[src/rtl/line_buffer_pp.sv]
// line_buffer_pp
// Ping-pong row collector. Incoming samples fill one bank as ROWS rows of
// LENGTH samples while the other bank holds a finished row set for the
// consumer. A frame begins at row iter_flag, so it carries
// (ROWS - iter) * LENGTH samples. Rows below iter are presented as zero.
//
// Ports
//   clk, reset            rising-edge clock; synchronous active-high reset
//   start, iter_flag      frame request and its first-row code (taken when busy=0)
//   in_data/in_valid/in_ready   sample stream; in_ready is high only while filling
//   busy                  a start would not be accepted this cycle
//   err                   one-cycle pulse after a start with iter_flag >= ROWS
//   out_rows, out_iter    row set and iteration code of the read bank (zero unless out_valid)
//   out_valid/out_ready   frame handshake; a handshake releases the read bank
module line_buffer_pp #(
    parameter int WIDTH  = 8,
    parameter int LENGTH = 64,
    parameter int ROWS   = 3,
    parameter int IW     = $clog2(ROWS)
) (
    input  logic             clk,
    input  logic             reset,
    input  logic             start,
    input  logic [IW-1:0]    iter_flag,
    input  logic [WIDTH-1:0] in_data,
    input  logic             in_valid,
    output logic             in_ready,
    output logic             busy,
    output logic             err,
    output logic [WIDTH-1:0] out_rows [0:ROWS-1][0:LENGTH-1],
    output logic [IW-1:0]    out_iter,
    output logic             out_valid,
    input  logic             out_ready
);
    localparam int CW = $clog2(LENGTH);
    localparam int RW = $clog2(ROWS);

    localparam logic [0:0] ST_IDLE = 1'b0;
    localparam logic [0:0] ST_FILL = 1'b1;

    logic [0:0]       state;
    logic             wr_bank;
    logic             rd_bank;
    logic [1:0]       full;
    logic [IW-1:0]    bank_iter [0:1];
    // Frame counter kept as (row, column): row starts at iter, so the row
    // index is iter + counter/LENGTH without a divider.
    logic [RW-1:0]    row_q;
    logic [CW-1:0]    col_q;
    logic             err_q;

    logic [WIDTH-1:0] mem [0:1][0:ROWS-1][0:LENGTH-1];

    logic iter_ok;
    logic start_ok;
    logic beat;
    logic last_beat;
    logic release_rd;

    assign iter_ok    = ({1'b0, iter_flag} < (IW+1)'(ROWS));
    // busy comes from the registered full flag, so a release in the same
    // cycle does not let a start through until the next edge.
    assign busy       = (state == ST_FILL) || full[wr_bank];
    assign start_ok   = start && !busy;
    assign beat       = (state == ST_FILL) && in_valid;
    assign last_beat  = beat && (row_q == RW'(ROWS-1)) && (col_q == CW'(LENGTH-1));
    assign release_rd = full[rd_bank] && out_ready;

    assign in_ready  = (state == ST_FILL);
    assign err       = err_q;
    assign out_valid = full[rd_bank];
    assign out_iter  = out_valid ? bank_iter[rd_bank] : '0;

    always_ff @(posedge clk) begin
        if (reset) begin
            state     <= ST_IDLE;
            wr_bank   <= 1'b0;
            rd_bank   <= 1'b0;
            full      <= 2'b00;
            bank_iter <= '{default: '0};
            row_q     <= '0;
            col_q     <= '0;
            err_q     <= 1'b0;
        end else begin
            err_q <= start_ok && !iter_ok;

            if (state == ST_IDLE) begin
                if (start_ok && iter_ok) begin
                    // The write bank is empty here, so its iter slot is free.
                    bank_iter[wr_bank] <= iter_flag;
                    row_q              <= RW'(iter_flag);
                    col_q              <= '0;
                    state              <= ST_FILL;
                end
            end else if (beat) begin
                if (col_q == CW'(LENGTH-1)) begin
                    col_q <= '0;
                    row_q <= row_q + 1'b1;
                end else begin
                    col_q <= col_q + 1'b1;
                end
                if (last_beat) begin
                    full[wr_bank] <= 1'b1;
                    wr_bank       <= ~wr_bank;
                    state         <= ST_IDLE;
                end
            end

            // A filling bank is never full and the read bank is, so a
            // completion and a release never target the same flag.
            if (release_rd) begin
                full[rd_bank] <= 1'b0;
                rd_bank       <= ~rd_bank;
            end
        end
    end

    // Sample storage: not reset, contents only reach the output while full.
    always_ff @(posedge clk) begin
        if (beat)
            mem[wr_bank][row_q][col_q] <= in_data;
    end

    always_comb begin
        for (int r = 0; r < ROWS; r++) begin
            for (int c = 0; c < LENGTH; c++) begin
                out_rows[r][c] = '0;
                if (out_valid && (r >= int'(bank_iter[rd_bank])))
                    out_rows[r][c] = mem[rd_bank][r][c];
            end
        end
    end

endmodule

[config.mk]
export PLATFORM = sky130hd
export DESIGN_NAME = line_buffer_pp
export DESIGN_NICKNAME = d
export VERILOG_FILES = /design/src/rtl/line_buffer_pp.sv
export SDC_FILE = /design/constraint.sdc
export NUM_CORES = 2
export LEC_CHECK = 0
export CAP_MARGIN = 30
export CORE_AREA = 2 2 602 604
export CTS_BUF_LIST = sky130_fd_sc_hd__clkbuf_16
export DETAILED_ROUTE_END_ITERATION = 10
export DIE_AREA = 0 0 604 606
export GPL_ROUTABILITY_DRIVEN = 0
export PLACE_DENSITY = 0.61
export SLEW_MARGIN = 20
export SYNTH_ARGS = -nofsm -noshare
export SYNTH_HDL_FRONTEND = slang
export SYNTH_SLANG_ARGS = --single-unit
[constraint.sdc]
create_clock -name clk -period 4.05 [get_ports clk]
set_clock_uncertainty 0.1 [all_clocks]
set_input_delay 0.81 -clock clk [delete_from_list [all_inputs] [get_ports clk]]
set_output_delay 0.81 -clock clk [all_outputs]
set_load 0.05 [all_outputs]
==> flow_summary.toml <==
[outcome]
status = "complete, no violations"

[detailed_routing]
drt_iter0_drc = 7112
viasPerCell = 4.95
wl_per_cell_um = 28.5
ant_nets = 0
vias = 69900
routed_wl_um = 403000
dr.pass1.iters = 5
drc = 0

[layout]
utilization_pct = 44.5
layout_common_cells = "edfxtp_1, nor2_1, mux2i_1"
nNetsFinal = 9096
final_common_cell = "edfxtp_1"
area_delta_synth_final_pct = 35.8
final_cell_area_um2 = 160000
drive_gt1_share_pct = 25.9

[timing]
period_share_pct = 98.7
drv_slew = 0
max_freq_mhz = 250
tightest_slew_ps = 1040
fin_tns_setup_ps = 0
setup_slack_ps = 51.2
hold_viol = 0
finalSetupViolCount = 0
max_slew_margin_pct = 30.8
period_minus_slack_ps = 4000
rsz0062_at_grt = "yes"

[worst_setup_path]
path_class = "reg2out"
worstPathArrival_ps = 3090
crit_path_start_kind = "flip-flop"
worst_path_max_delay_cell = "dfxtp_4"
cpMostUsedCell = "buf_12"
cp_top_family = "buffers and inverters"
crit_path_end_kind = "output port"
cp_slowest_stage_delay_ps = 510
critPathMaxFanout = 41
cp_cell_sequence = "buf_12, buf_12, buf_12, buf_6, mux2i_1, nor2_1, buf_4"
cp.required_ps = 3140
crit_buf_inv = 5

[synthesis]
synth_area_per_cell_um2 = 16.6
synthXorXnorAreaFrac_pct = 0
yosysSeqAreaShare_pct = 78.4
ys_ff_latch = 3091
ys_top_cells_by_area = "edfxtp_1, mux2i_1, nor2_1"
yosys.area_share.simple_pct = 6.67
synth_enable_flop_cells = 3072
synth-main-ff-cell = "edfxtp_1"
synth_mux_area_share_pct = 13.1
syn-num-nets = 7144
async_reset_ff_share_pct = 0
synthCells = 7125
synth_compound_area_share_pct = 0.143
yosysUniqueCellTypes = 37
yosysTopAreaCell = "edfxtp_1"
synth_top_family_by_area = "multiplexers"
synth_area_um2 = 118000
synthAdderAreaFrac_pct = 0.0424
ys_warn_count = 0
synth_top_area_share_pct = 78.1

[floorplanning]
boundaryPins = 1557
num_rows = 221
coreArea_um2 = 360000
dieArea_um2 = 366000
fp.dieW_um = 604
initial_core_util_pct = 32.8
fp.dieH_um = 606

[global_route]
antenna_found_initial = 18
grt.overflow.total = 0
grt_util_all_layers_pct = 21.1
grt_max_degree = 102
grt_pass1_vias = 68700
grt_pass1_wl_um = 544000

[power_and_ir_drop]
ir_drop_uv = 354
finalPower_mw = 64.4
powerDensity_nw_per_um2 = 401
cellLeakagePower_nw = 52.6

[place]
place_ws_ps = 401
port_buffers = 1556
placed_area_um2 = 150000
dpl.hpwl_um = 286000

[clock_network]
path_clk_slew_ps = 60
worstSkewPairLatency_ps = 910
clockBufferDepth = 4
cts-buffers-inserted = 320
cts_tree = "yes"
htreeDepth = 5
root_buffer = "clkbuf_16"
clock-sinks = 3091

[min_path]
min-delay-path-class = "in2reg"

[run]
cap_violations = 0
-- per-layer routing --
metal | share of wire (%) | routed length, µm | global-route usage, % | vias to the layer above
li1 | - | - | - | 30100
met1 | 39 | 158000 | 26.6 | 36000
met2 | 49 | 196000 | 35.5 | 3058
met3 | 6.9 | 27700 | 3.79 | 673
met4 | 5.1 | 20700 | 9.46 | 4
met5 | 0.0069 | 28 | 0 | -
-- worst reg2reg max path: cells and delay by family (launching register included) --
family	cells	cell delay (ps)
flops	1	550
buf+inv	1	450
simple gates	3	2110
-- logic make-up (layout without fill, tap and decap cells) --
| group | Yosys count | after routing |
|---|---|---|
| other | 0 | 5 |
| AND/OR/NAND/NOR | 2058 | 2058 |
| AO/OA/AOI/OAI | 25 | 25 |
| adder cells (fa/ha/maj) | 4 | 4 |
| flip-flops | 3091 | 3091 |
| multiplexers | 1544 | 1544 |
| buffers and inverters | 403 | 2611 |
-- registers in the layout (all words and copies together) (netlist names), named ones only --
signal	cells
wr_bank	1
full	2
col_q	6
row_q	2
bank_iter	4
mem	3072
in_ready	1
rd_bank	1
err	1
-- layout make-up --
type,instances,area (µm²)
fillers,31100,200000
flip-flops and latches,3091,92600
repair buffers,2025,27900
multi-input cells,3631,23800
clock buffers,325,8130
well taps,4794,6000
clock inverters,253,1940
inverters,8,30.0
diodes,5,12.5
-- metrics by stage --
| step | hold WS [ps] | instances |
|---|---|---|
| 2_1_floorplan | 366 | 7125 |
| 3_3_place_gp | 379 | 13500 |
| 3_5_place_dp | 398 | 13500 |
| 4_1_cts | 264 | 14100 |
| 5_1_grt | 289 | 14100 |
| 6_report | 324 | 14100 |
-- worst paths after layout --
| kind | from | to | slack (ps) | cells past startpoint |
|---|---|---|---|---|
| setup / recovery | flip-flop | out_rows[433] | 50 | 7 |
| hold / removal | in_data[3] | mem[0][923]$_DFFE_PP_ | 320 | 1 |
| setup reg to reg | col_q[4]$_SDFFE_PP0P_ | mem[1][330]$_DFFE_PP_ | 460 | 4 |
| hold reg to reg | row_q[1]$_SDFFE_PP0P_ | row_q[1]$_SDFFE_PP0P_ | 410 | 2 |
-- synthesized netlist by cell type, drive strengths merged (6+ instances only) --
| cell type | n |
|---|---|
| edfxtp | 3072 |
| nor2 | 1932 |
| mux2i | 1544 |
| buf | 291 |
| clkbuf | 104 |
| nand2 | 78 |
| dfxtp | 19 |
| inv | 8 |
| nand3 | 8 |
| a21oi | 7 |
| nor3b | 7 |
| nor3 | 6 |
-- report_power, final --
group | switching [mW] | internal, mW
Combinational | 0.778 | 0.167
Sequential | 0.00634 | 35.2
Clock | 12.4 | 15.9
-- timing repair --
action / in CTS / in global routing
endpoints found under the setup margin: 1402 / 99
pin swaps: 2 / 0
buffers inserted: 11 / 1
resized for setup: 147 / 46
hold buffers: 0 / 0
gates cloned: 8 / 1
No activity file was read; power rests on OpenSTA's default activity.
